--- src/rtl/editor_mes_bcd.sv ---
// Month edit stage: loads the BCD month, steps it 01..12 from the buttons, strobes ACT.
// Optional hold-to-repeat stepping is enabled with `define AUTO_REPEAT_EN.
module editor_mes_bcd #(
  parameter int unsigned REPEAT_DELAY  = 50_000_000,
  parameter int unsigned REPEAT_PERIOD = 10_000_000
) (
  input  logic       clk,
  input  logic       reset,
  input  logic       seleccion,
  input  logic [7:0] mes_rtc,
  input  logic       btn_up,
  input  logic       btn_down,
  output logic [7:0] dseg,
  output logic       ACT,
  output logic       edicion
);

  typedef enum logic [1:0] {
    IDLE = 2'd0,
    LOAD = 2'd1,
    EDIT = 2'd2,
    UPD  = 2'd3
  } state_t;

  state_t     state_q, state_d;
  logic [7:0] dseg_q, dseg_d;
  logic       act_q, act_d;
  logic       dir_q, dir_d;
  logic       btn_up_q, btn_down_q;
  logic       up_rise, dn_rise;
  logic       rep_fire;

  function automatic logic valid_bcd(input logic [7:0] v);
    return ((v[7:4] == 4'h0) && (v[3:0] >= 4'h1) && (v[3:0] <= 4'h9))
        || ((v[7:4] == 4'h1) && (v[3:0] <= 4'h2));
  endfunction

  function automatic logic [7:0] bcd_inc(input logic [7:0] v);
    logic [7:0] r;
    unique case (1'b1)
      (v == 8'h09): r = 8'h10;
      (v == 8'h12): r = 8'h01;
      default:      r = {v[7:4], v[3:0] + 4'd1};
    endcase
    return r;
  endfunction

  function automatic logic [7:0] bcd_dec(input logic [7:0] v);
    logic [7:0] r;
    unique case (1'b1)
      (v == 8'h10): r = 8'h09;
      (v == 8'h01): r = 8'h12;
      default:      r = {v[7:4], v[3:0] - 4'd1};
    endcase
    return r;
  endfunction

  assign up_rise = btn_up & ~btn_up_q;
  assign dn_rise = btn_down & ~btn_down_q;

`ifdef AUTO_REPEAT_EN
  localparam int unsigned RMAX =
    (REPEAT_DELAY > REPEAT_PERIOD) ? REPEAT_DELAY : REPEAT_PERIOD;
  localparam int unsigned CW = $clog2(RMAX + 1);

  logic [CW-1:0] cnt_q, cnt_d;
  logic [CW-1:0] lim;
  logic          rep_q, rep_d;
  logic          held;

  assign held = btn_up ^ btn_down;
  assign lim  = rep_q ? CW'(REPEAT_PERIOD) : CW'(REPEAT_DELAY);

  // First extra step waits REPEAT_DELAY, later ones REPEAT_PERIOD
  always_comb begin
    cnt_d    = cnt_q;
    rep_d    = rep_q;
    rep_fire = 1'b0;
    if (!seleccion || state_q == IDLE || state_q == LOAD) begin
      cnt_d = '0;
      rep_d = 1'b0;
    end else if (state_q == EDIT) begin
      if (!held || up_rise || dn_rise) begin
        cnt_d = '0;
        rep_d = 1'b0;
      end else if ((cnt_q + 1'b1) >= lim) begin
        rep_fire = 1'b1;
        cnt_d    = '0;
        rep_d    = 1'b1;
      end else begin
        cnt_d = cnt_q + 1'b1;
      end
    end
  end

  always_ff @(posedge clk) begin
    if (!reset) begin
      cnt_q <= '0;
      rep_q <= 1'b0;
    end else begin
      cnt_q <= cnt_d;
      rep_q <= rep_d;
    end
  end
`else
  logic unused_cfg;
  assign unused_cfg = ^{REPEAT_DELAY, REPEAT_PERIOD};
  assign rep_fire   = 1'b0;
`endif

  always_ff @(posedge clk) begin
    if (!reset) begin
      state_q <= IDLE;
    end else begin
      state_q <= state_d;
    end
  end

  always_ff @(posedge clk) begin
    if (!reset) begin
      dseg_q     <= 8'h01;
      act_q      <= 1'b0;
      dir_q      <= 1'b0;
      btn_up_q   <= 1'b0;
      btn_down_q <= 1'b0;
    end else begin
      dseg_q     <= dseg_d;
      act_q      <= act_d;
      dir_q      <= dir_d;
      btn_up_q   <= btn_up;
      btn_down_q <= btn_down;
    end
  end

  always_comb begin
    state_d = state_q;
    dseg_d  = dseg_q;
    act_d   = 1'b0;
    dir_d   = dir_q;
    if (!seleccion) begin
      state_d = IDLE;
    end else begin
      unique case (state_q)
        IDLE: state_d = LOAD;
        LOAD: begin
          dseg_d  = valid_bcd(mes_rtc) ? mes_rtc : 8'h01;
          state_d = EDIT;
        end
        EDIT: begin
          if (up_rise ^ dn_rise) begin
            dir_d   = dn_rise;
            state_d = UPD;
          end else if (rep_fire) begin
            dir_d   = btn_down;
            state_d = UPD;
          end
        end
        UPD: begin
          dseg_d  = dir_q ? bcd_dec(dseg_q) : bcd_inc(dseg_q);
          act_d   = 1'b1;
          state_d = EDIT;
        end
        default: state_d = IDLE;
      endcase
    end
  end

  always_comb begin
    dseg    = dseg_q;
    ACT     = act_q;
    edicion = (state_q != IDLE);
  end

endmodule

--- config.mk ---
export PLATFORM = sky130hd
export DESIGN_NAME = editor_mes_bcd
export DESIGN_NICKNAME = d
export VERILOG_FILES = /design/src/rtl/editor_mes_bcd.sv
export SDC_FILE = /design/constraint.sdc
export NUM_CORES = 1
export LEC_CHECK = 0
export CAP_MARGIN = 20
export CELL_PAD_IN_SITES_DETAIL_PLACEMENT = 1
export CELL_PAD_IN_SITES_GLOBAL_PLACEMENT = 2
export CORE_MARGIN = 10
export CORE_UTILIZATION = 25
export CTS_CLUSTER_DIAMETER = 150
export DETAILED_ROUTE_END_ITERATION = 12
export PLACE_DENSITY_LB_ADDON = 0.1
export SLEW_MARGIN = 20
export SYNTH_ARGS = -nofsm -noshare
export SYNTH_HDL_FRONTEND = slang
export SYNTH_SLANG_ARGS = --single-unit
--- constraint.sdc ---
create_clock -name clk -period 1.65 [get_ports clk]
set_clock_uncertainty 0.2 [all_clocks]
set_input_delay 0.33 -clock clk [delete_from_list [all_inputs] [get_ports clk]]
set_output_delay 0.33 -clock clk [all_outputs]
set_load 0.01 [all_outputs]
# [Word-level counts from Yosys, hierarchy flattened]
# Index checks and enable logic that the tools add are counted.
# Widths: inputs -> output; s select.
[op_classes] addsub=2 magnitude_cmp=3 n_eq_ne=11 muxes=8 bitwise=5 n_reduce_logical=13
[ops] op="$pmux 8 s2" count=3
[ops] op="$eq 8x5->1 const B" count=2
[ops] op="$mux 8" count=2
[ops] op="$eq 8x1->1 const B" count=1
[ops] op="$eq 8x4->1 const B" count=1
[ops] op="$ne 4x4->1 const B" count=2
[ops] op="$pmux 2 s3" count=1
[ops] op="$add 4x1->4 const B" count=1
[ops] op="$eq 2x2->1 const B" count=2
[ops] op="$eq 4x1->1 const B" count=1
[ops] op="$ge 4x1->1 const B" count=1
[ops] op="$le 4x2->1 const B" count=1
[ops] op="$le 4x4->1 const B" count=1
[ops] op="$logic_not 4->1" count=1
[ops] op="$reduce_and 2->1" count=2
[ops] op="$reduce_and 4->1" count=1
[ops] op="$reduce_bool 2->1" count=2
[ops] op="$sub 4x1->4 const B" count=1
[ops] op="$logic_and 1x1->1" count=3
[ops] op="$reduce_and 3->1" count=1
[ops] op="$and 1x1->1" count=2
[ops] op="$eq 2x1->1 const B" count=1
[ops] op="$logic_not 2->1" count=1
[ops] op="$mux 2" count=1
[ops] op="6 further kinds" count=7
[totals] reg_bits=14 input_bits=13 output_inout_bits=10 wordCells=49

# [Longest topological paths before layout]
[depth] word_depth=6 mapped_depth=7 depth_no_buf=7

# [Worst setup path before layout]
# No wires, ideal clock.
[synth_timing] path_kind="flip-flop to flip-flop" from="register dseg_q[0], in the netlist dseg[0]" to="register dseg_q[4], in the netlist dseg[4]" setup_ns=0.116 arrival_ns=1.597 required_ns=1.334 setup_slack_ns=-0.263 stages_incl_launch_ff=8 n_path_buf=0 period_less_slack_ns=1.913 cell_sequence="dfxtp_1 > inv_1 > ha_1 > mux2i_1 > nor3b_1 > o21ai_0 > a21oi_1 > o211a_1"
[synth_via] elab_chain_cells=4
[synth_rtl] item="start: declaration" line_no="26" source="logic [7:0] dseg_q, dseg_d;"
[synth_rtl] item="start signal: assignment" line_no="127" source="dseg_q <= dseg_d;"
[synth_rtl] item="$eq 8x5->1 (tied with other cells)" line_no="42" source="(v == 8'h12): r = 8'h01;"
[synth_rtl] item="$pmux 8 s2, on equally long branches" line_no="40, 50"
[synth_rtl] item="$mux 8" line_no="159" source="dseg_d = dir_q ? bcd_dec(dseg_q) : bcd_inc(dseg_q);"
[synth_rtl] item="$pmux 8 s2" line_no="143" source="unique case (state_q)"
# Parallel ways exist; a longest one is shown, timed or not. The select of a mux whose other input is x is not followed.
# A chain may end at the register's enable or synchronous reset.

# [Final worst setup path]
[layout_timing] from="register dseg_q[6], in the netlist dseg[6]" to="register dseg_q[4], in the netlist dseg[4]"
# Same word-level chain as after synthesis.

==> results.cfg <==
[pwr]
pwr_density_cell_nw_per_um2 = 528.2
max-vdd-ir-drop_mv = 0.4129
total_power_mw = 0.9754
leakagePower_nw = 0.7791

[timing]
hold_violations = 0
fin_setup_tns_ns = -0.9349
relSlewSlack_pct = 81.06
setup_violations = 5
fin_crit_sh_pct = 114.3
hold_slack_ns = 0.3566
rsz0062_at_grt = true
clock.fmax_mhz = 530.1
maxSlewViolCount = 0
worstMarginPinSlew_ns = 0.2820
layout_min_cycle_time_ns = 1.886
finalWorstSetupSlack_ns = -0.2365

[synthesis]
yosysWarnings = 0
synthCells = 122
synthArstFlopShare_pct = 0
syn_nets = 140
netlist_area_sq_um = 960.9
synth-edff-count = 0
syn_area_per_cell_sq_um = 7.876
synthFlopType = dfxtp_1
ys_ff_latch = 14
yosys.cell_types.count = 41
seq_area_frac_synth_pct = 29.17

[placed_design]
dp_slack_ns = -0.3584
place_area_sq_um = 1536
gp_congestion = 0.8070
placement.io_buffers = 22
dp_cells = 227
dpl.hpwl_mm = 3.104

[run_status]
outcome = finished, violations left
violations = setup timing

[floorplan]
fp.dieArea_sq_um = 6723
rows = 22
die_x_microns = 82.00
die_h_microns = 82.00
pin_count = 23
core_area_sq_um = 3689
start_util_pct = 26.05

[grt]
use_met3_pct = 2.183
grt_busiest_layer = met2
grtUsageMet2_pct = 23.35
grt_pass1_wl_mm = 6.403
grt_start_max_net_pins = 13
grt_usage_pct = 12.36
antenna_found_initial = 0
use_met1_pct = 12.73
overflow = 0
grt_pass1_vias = 1301

[routing]
drc = 0
drtAntennaViolNets = 0
drt_pre_antenna_iters = 2
wl_mm = 4.095
wl_per_cell_microns = 17.35
via_count = 1195
drt_iter0_drc = 15
via_per_inst = 5.064

[hold_path]
worstHoldPathType = reg -> reg

[clocking]
cts.sink_count = 14
cts.path.max_buffers = 2
cts_tree = done
clk_pin_slew_ns = 0.06
ctsHoldBuffers = 0
clock_latency_ns = 0.25
cts.htree.levels = 1
cts_root_buf = clkbuf_8
cts_buffers = 3

[critical_path]
endpoint_kind = flip-flop
cp_max_fo = 5
start_kind = flip-flop
path_class = reg -> reg
worst-endpoint-arrival_ns = 1.88
crit_required_ns = 1.64

[final_layout]
layout.nets = 207
postLayoutCellArea_sq_um = 1847
stdcell_count = 236
final_core_util_pct = 50.07
final_cell_mix = 37 x buf_4, 12 x nand2_1, 12 x clkdlybuf4s50_1
drive_gt1_share_pct = 48.94
final_common_cell = buf_4
insertedDiodeCount = 0
syn_to_final_growth_pct = 92.19

[job]
drv_cap = 0
synth_stat cells (all sizes together) (2+ instances only):
library cell / number / area, sq um
clkbuf: 4 / 15.01
inv: 4 / 15.01
ha: 5 / 62.56
nor2: 10 / 37.54
a311oi: 2 / 17.52
buf: 2 / 16.26
nand2b: 3 / 18.77
nor4b: 3 / 26.28
nor2b: 4 / 25.02
o21ai: 8 / 40.04
xor2: 2 / 17.52
o41ai: 2 / 25.03
nand2: 12 / 45.04
nor4: 2 / 12.51
a211oi: 3 / 22.52
nor3b: 2 / 15.01
nand3: 2 / 10.01
dfxtp: 14 / 280.3
nor3: 7 / 35.03
and2: 4 / 25.02
a21oi: 9 / 45.04
cell type report:
class                           count  area [sq um]
Timing Repair Buffer               68         583.1
Tap cell                           48         60.06
Fill cell                         437          1842
Multi-Input combinational cell     98         828.3
Clock buffer                        4         55.05
Sequential cell                    14         295.3
Inverter                            4         25.02
where the power goes:
part	total, mW	leakage [nW]	internal [mW]	switching, mW
logic	0.272	0.633	0.149	0.123
clock network	0.343	0.0288	0.212	0.132
registers	0.360	0.118	0.347	0.0128
critical path: stages, from the launching register on:
cell	delay [ns]
dfxtp_2	0.32
or4_4	0.59
buf_4	0.17
o41ai_4	0.23
a211o_1	0.16
o211a_1	0.16
cell families (layout without fill, tap and decap cells):
| kind of cell | count (synthesis) | in the layout | share of synthesized area, % |
|---|---|---|---|
| and+or+nand+nor | 54 | 54 | 30.21 |
| AOI/OAI and AO/OA | 35 | 35 | 25.52 |
| DFF | 14 | 14 | 29.17 |
| buffers and inverters | 10 | 76 | 4.816 |
| adders and majority gates | 5 | 5 | 6.510 |
| xor gates and xnor gates | 3 | 3 | 2.735 |
| muxes | 1 | 1 | 1.042 |
what timing repair did:
action,in CTS,in global routing
buffers inserted,3,2
pin swaps,11,12
gates resized for setup,45,26
setup endpoints to repair,17,10
layer usage:
layer	wire length [microns]	vias up
met1	1647	583
met3	126	10
li1	-	580
met2	2232	22
met4	88	0
met5	0	-
path summary, 6_finish.rpt:
path	slack, ns	start	to	cells after the start
setup reg to reg	-0.24	dseg[6]	dseg[4]	5
hold / removal	0.36	btn_down_q	dir_q	3
hold reg to reg	0.36	btn_down_q	dir_q	3
setup / recovery	-0.24	dseg[6]	dseg[4]	5
flip-flops by register name, summed over array words and instances, names as in the netlist:
register,flops
btn_up_q,1
dseg,8
state_q,2
btn_down_q,1
dir_q,1
ACT,1
Power figures use the tool's default switching activity.
